--- config.mk ---
export PLATFORM = sky130hd
export DESIGN_NAME = tensor_tile_sequencer
export DESIGN_NICKNAME = d
export VERILOG_FILES = /design/src/rtl/tensor_tile_sequencer.sv
export SDC_FILE = /design/constraint.sdc
export NUM_CORES = 2
export LEC_CHECK = 0
export ABC_AREA = 1
export BUFFER_PORTS_ARGS = -buffer_cell sky130_fd_sc_hd__buf_2
export CORE_AREA = 3 3 719 721
export DETAILED_ROUTE_END_ITERATION = 12
export DIE_AREA = 0 0 722 724
export GPL_ROUTABILITY_DRIVEN = 0
export PLACE_DENSITY = 0.37
export SLEW_MARGIN = 25
export SYNTH_ARGS = -nofsm -noshare
export SYNTH_HDL_FRONTEND = slang
export SYNTH_SLANG_ARGS = --single-unit
--- constraint.sdc ---
create_clock -name clk -period 6.4 [get_ports clk]
set_clock_uncertainty 0.2 [all_clocks]
set_input_delay 1.28 -clock clk [delete_from_list [all_inputs] [get_ports clk]]
set_output_delay 1.28 -clock clk [all_outputs]
set_load 0.01 [all_outputs]
--- src/rtl/tensor_tile_sequencer.sv ---
// Operand-side tile sequencer for the tensor DPU: gathers A/B/C tiles from a 128-bit operand
// stream, issues them to the DPU and serializes returned D tiles into row writeback beats.
`ifndef NW_WIDTH
`define NW_WIDTH 4
`endif

module tensor_tile_sequencer #(
   parameter int unsigned NW_WIDTH     = `NW_WIDTH,
   parameter int unsigned MAX_INFLIGHT = 4
) (
   input  logic                        clk,
   input  logic                        reset,
   input  logic                        op_valid,
   output logic                        op_ready,
   input  logic [127:0]                op_data,
   input  logic [NW_WIDTH-1:0]         op_wid,
   output logic                        dpu_valid_in,
   input  logic                        dpu_ready_in,
   output logic [3:0][1:0][31:0]       dpu_A_tile,
   output logic [1:0][3:0][31:0]       dpu_B_tile,
   output logic [3:0][3:0][31:0]       dpu_C_tile,
   output logic [NW_WIDTH-1:0]         dpu_wid,
   input  logic                        dpu_valid_out,
   output logic                        dpu_ready_out,
   input  logic [3:0][3:0][31:0]       dpu_D_tile,
   input  logic [NW_WIDTH-1:0]         dpu_D_wid,
   output logic                        wb_valid,
   input  logic                        wb_ready,
   output logic [127:0]                wb_data,
   output logic [1:0]                  wb_row,
   output logic [NW_WIDTH-1:0]         wb_wid,
   output logic                        wb_last,
   output logic                        busy,
   output logic                        err
);

   localparam int unsigned IW = $clog2(MAX_INFLIGHT + 1);

   typedef enum logic {StCollect, StIssue} collect_e;
   typedef enum logic {StIdle, StDrain}    drain_e;

   // Held low through reset so the handshakes only open on the first clock after release.
   logic                  up_q;
   collect_e              collect_q;
   logic [2:0]            beat_cnt_q;
   logic [NW_WIDTH-1:0]   tile_wid_q;
   logic [3:0][1:0][31:0] a_q;
   logic [1:0][3:0][31:0] b_q;
   logic [3:0][3:0][31:0] c_q;
   logic [IW-1:0]         inflight_q;
   drain_e                drain_q;
   logic [1:0]            row_q;
   logic [3:0][3:0][31:0] d_q;
   logic [NW_WIDTH-1:0]   d_wid_q;
   logic                  err_q;

   logic op_fire, issue_fire, cap_fire, wb_fire;

   assign op_ready      = up_q & (collect_q == StCollect);
   assign dpu_valid_in  = (collect_q == StIssue) & (inflight_q < IW'(MAX_INFLIGHT));
   assign dpu_ready_out = up_q & (drain_q == StIdle);
   assign wb_valid      = (drain_q == StDrain);

   assign op_fire    = op_valid & op_ready;
   assign issue_fire = dpu_valid_in & dpu_ready_in;
   assign cap_fire   = dpu_valid_out & dpu_ready_out;
   assign wb_fire    = wb_valid & wb_ready;

   assign dpu_A_tile = a_q;
   assign dpu_B_tile = b_q;
   assign dpu_C_tile = c_q;
   assign dpu_wid    = tile_wid_q;

   assign wb_data = d_q[row_q];
   assign wb_row  = row_q;
   assign wb_wid  = d_wid_q;
   assign wb_last = wb_valid & (row_q == 2'd3);

   assign busy = (collect_q != StCollect) | (beat_cnt_q != 3'd0) | (inflight_q != '0) |
                 (drain_q != StIdle);
   assign err  = err_q;

   always_ff @(posedge clk or negedge reset) begin
      if (!reset) begin
         up_q       <= 1'b0;
         collect_q  <= StCollect;
         beat_cnt_q <= 3'd0;
         tile_wid_q <= '0;
         a_q        <= '0;
         b_q        <= '0;
         c_q        <= '0;
      end else begin
         up_q <= 1'b1;
         case (collect_q)
            StCollect: begin
               if (op_fire) begin
                  case (beat_cnt_q)
                     3'd0: begin
                        a_q[0]     <= op_data[63:0];
                        a_q[1]     <= op_data[127:64];
                        tile_wid_q <= op_wid;
                     end
                     3'd1: begin
                        a_q[2] <= op_data[63:0];
                        a_q[3] <= op_data[127:64];
                     end
                     3'd2:    b_q[0] <= op_data;
                     3'd3:    b_q[1] <= op_data;
                     default: c_q[beat_cnt_q[1:0]] <= op_data;
                  endcase
                  // Wraps 7 -> 0 as the tile completes.
                  beat_cnt_q <= beat_cnt_q + 3'd1;
                  if (beat_cnt_q == 3'd7) collect_q <= StIssue;
               end
            end
            StIssue: begin
               if (issue_fire) collect_q <= StCollect;
            end
            default: collect_q <= StCollect;
         endcase
      end
   end

   always_ff @(posedge clk or negedge reset) begin
      if (!reset) begin
         inflight_q <= '0;
         err_q      <= 1'b0;
      end else begin
         if (issue_fire && !cap_fire) begin
            inflight_q <= inflight_q + IW'(1);
         end else if (cap_fire && !issue_fire && (inflight_q != '0)) begin
            inflight_q <= inflight_q - IW'(1);
         end
         if ((op_fire && (beat_cnt_q != 3'd0) && (op_wid != tile_wid_q)) ||
             (cap_fire && (inflight_q == '0))) begin
            err_q <= 1'b1;
         end
      end
   end

   always_ff @(posedge clk or negedge reset) begin
      if (!reset) begin
         drain_q <= StIdle;
         row_q   <= 2'd0;
         d_q     <= '0;
         d_wid_q <= '0;
      end else begin
         case (drain_q)
            StIdle: begin
               if (cap_fire) begin
                  d_q     <= dpu_D_tile;
                  d_wid_q <= dpu_D_wid;
                  row_q   <= 2'd0;
                  drain_q <= StDrain;
               end
            end
            StDrain: begin
               if (wb_fire) begin
                  row_q <= row_q + 2'd1;
                  if (row_q == 2'd3) drain_q <= StIdle;
               end
            end
            default: drain_q <= StIdle;
         endcase
      end
   end

endmodule
==> summary.txt <==
STA
  – Tcrit/Tclk final: 83.9%
  – Period minus WS final: 5.37 ns
  – PnR worst setup slack: 1.03 ns
  – Setup Viol. Count Final: 0
  – Rel. slew slack: 19.8%
  – Hold Fails Final Rpt: 0
  – Slew at the pin closest to its max-slew limit: 1.19 ns
  – Final slew viol count: 0
  – F_max: 186 MHz
  – RSZ-0062 raised after global routing: no
  – Setup TNS: 0 ns

Place
  – DP Worst Slack: 1.74 ns
  – I/O Buffers: 1,822
  – Hpwl dp: 319,000 um

CTS
  – Clock Path Buffers: 4
  – H-tree depth: 4
  – Worst-Skew Late Latency: 0.92 ns
  – Clock slew at reported path FFs: 0.06 ns
  – Number of CTS-inserted buffers: 206
  – Setup Buffers After CTS: 0
  – Hold-fix buffers, CTS: 0
  – Post_cts resized: 0
  – Clock root buffer: clkbuf_16
  – Clock tree from TritonCTS: yes
  – CTS sink cnt: 1,556

Routing
  – Antenna Nets Post-Route: 0
  – Initial drt markers: 6,060
  – Vias per inst: 3.84
  – WL/cell: 26.9 um
  – Final WL: 432,000 um
  – Residual DRC: 0
  – Via Count: 61.7k
  – Drt pass-1 iters: 6

Die
  – FP Rows: 263
  – Die ar.: 523,000 um2
  – Core area: 512,000 um2
  – Initial Util: 12.7%
  – I/O Pins: 1,823
  – Height of the die: 724 um
  – Die width: 722 um

Global routing
  – Antenna violations before repair: 170
  – GRT Util Overall: 15.7%
  – First-pass GRT wire length: 565,000 um
  – Global route overflow: 0
  – Number of global-route vias before repair: 59.2k
  – Largest net degree at the start of global routing: 166

Setup path
  – R2r setup slk: 2.14 ns
  – Startpoint types: register
  – Critical R2R Launch: beat_cnt_q[0]
  – Largest stage delay on the critical path: 0.70 ns
  – Critical Path, Cell by Cell: inv_4 -> buf_4 -> o21ai_0 -> o22ai_2 -> buf_2
  – Required time of the critical path: 4.92 ns
  – WS Path Type: register to primary output
  – CP Launch Point: wb_row[1]
  – CP Depth: 5
  – Crit path max-delay family: buffers and inverters
  – WP buf/inv: 3
  – Worst reg2reg path depth: 11
  – Setup crit end: wb_data[66]
  – Worst Path Max Fanout: 60
  – RR Endpoint: dpu_C_tile[84]
  – WP data arrival: 3.89 ns
  – CP max-delay cell: dfrtp_4
  – Worst setup EP type: primary output

Synthesis
  – Most frequent cell after synthesis: nand2_1
  – Mapped Area: 64,800 um2
  – Fraction of the mapped netlist area in adder cells: 0.166%
  – Multiplexer share of the synthesized area: 0%
  – Top FF cell, synth: dfrtp_1
  – Yosys reg bits: 1,556
  – Avg Cell Area, Syn: 8.52 um2
  – Yosys cell types: 28
  – Synth warn: 0
  – Post-synth ARST share: 100%
  – Post-Syn Instances: 7,613
  – Synth top area cells: dfrtp_1 (60%), nand2_1 (20%), o21ai_0 (6.0%), nand4_1 (5.0%), buf_2 (2.1%)
  – Post-synth EDFFs: 0
  – Sequential share of the synthesized area: 60.1%
  – Xor/xnor share of the synthesized area: 0.0676%
  – Synth top cells by count: nand2_1 (3,368), dfrtp_1 (1,556), o21ai_0 (776)
  – Synth Area in Compound Gates: 7.27%
  – Share of the synthesized area in the top cell type: 60.1%
  – Syn nets: 8,275
  – Simple-gate share of the synthesized area: 26.2%
  – Area leader, netlist: dfrtp_1
  – Largest family of logic cells by synthesized area: simple AND/OR/NAND/NOR gates

Flow run
  – Max-Cap Viols: 0

Layout
  – Fillers: 58.4k
  – Register area: 38,900 um2
  – NumNets Final: 9,750
  – Footprint of the multi-input gates: 22,000 um2
  – Layout cells sized above 1: 24.9%
  – Syn-to-layout area delta: 35.9%

Power
  – PwrDens: 573 nW/um2
  – Leak: 44.8 nW
  – Total power: 50.5 mW
  – Max VDD drop: 0.403 mV

Run status
  – Status: completed

Hold path
  – Hold Crit Class: primary input to async pin
[layer usage]
metal	global-route usage, %	wire (um)	vias up
met4	5.69	17300	18
met3	5.01	37000	654
met2	23.4	186000	2624
met1	21.0	191000	31000
met5	0	119	-
li1	-	-	27400
[layout make-up]
type	count	area share (%)
clock buffer	312	6.95
sequential	1556	44.2
antenna	55	0.156
tap	6757	9.60
timing repair buffer	1960	12.1
inverter	278	1.21
clock inverter	54	0.783
multi-input combinational	5086	25.0
[worst min path at each step]
stage,start,end,slack [ns],cells after the start
after floorplan,d_q[256],d_q[256],0.24,2
after global placement,dpu_C_tile[348],dpu_C_tile[348],0.25,2
after detailed placement,dpu_C_tile[108],dpu_C_tile[108],0.25,2
after CTS,reset,dpu_B_tile[178],0.10,1
after global routing,reset,dpu_B_tile[0],0.1,1
final,reset,dpu_A_tile[190],0.16,1
[sequential cells by signal, summed over array words and instances (netlist names)]
signal and count:
dpu_B_tile 256, collect_q 1, dpu_wid 4, dpu_C_tile 512
wb_valid 1, wb_wid 4, up_q 1, beat_cnt_q 3
err 1, d_q 512, wb_row 2, dpu_A_tile 256
inflight_q 3
[worst register-to-register path, cell delays in order, from the launching register on]
cell and delay [ns]:
dfrtp_1 0.45, ha_4 0.31, ha_1 0.30, inv_6 0.56, o21ai_1 0.26, nor2_4 0.15
buf_4 0.41, nand3_4 0.52, buf_4 0.43, buf_16 0.22, nand2_1 0.24, nand2_1 0.05
[power breakdown]
group	internal (mW)	total (mW)	leakage (nW)	switching (mW)
sequential	14.4	17.5	19.5	3.09
combinational	5.86	20.9	22.0	15.1
clock	6.96	12.0	3.34	5.07
[stage by stage]
stage          instances  utilization (%)  instance area (um2)  hold WS [ns]
3_3_place_gp       15600             15.8                81000         0.249
2_1_floorplan       7613                -                64800         0.244
5_1_grt            16000             17.2                88000        0.0960
3_5_place_dp       15600             15.8                81000         0.253
6_report           16100             17.2                88100         0.157
4_1_cts            16000             17.2                87900         0.100
[placed cells by master (no fill, tap or decap), types with 5 or more instances in the layout]
| cell | count |
|---|---|
| clkbuf_16 | 207 |
| o21ai_1 | 8 |
| buf_2 | 1821 |
| clkbuf_8 | 55 |
| diode_2 | 55 |
| nand4_1 | 513 |
| bufinv_16 | 9 |
| buf_12 | 35 |
| clkinvlp_4 | 5 |
| nand3_4 | 5 |
| nand2_1 | 3368 |
| nor2_1 | 259 |
| o22ai_1 | 127 |
| clkinv_2 | 22 |
| o21ai_0 | 769 |
| nand3_1 | 7 |
| dfrtp_1 | 1554 |
| buf_4 | 99 |
| nor2_4 | 6 |
| inv_1 | 272 |
| inv_6 | 9 |
| clkbuf_1 | 50 |
[kinds of logic after synthesis]
logic type                 Yosys count
and+or+nand+nor                   4163
DFF                               1556
buffers and inverters              971
AOI/OAI and AO/OA                  909
adders and majority gates            8
xor gates and xnor gates             5
other                                1
(Power assumes the default switching activity.)
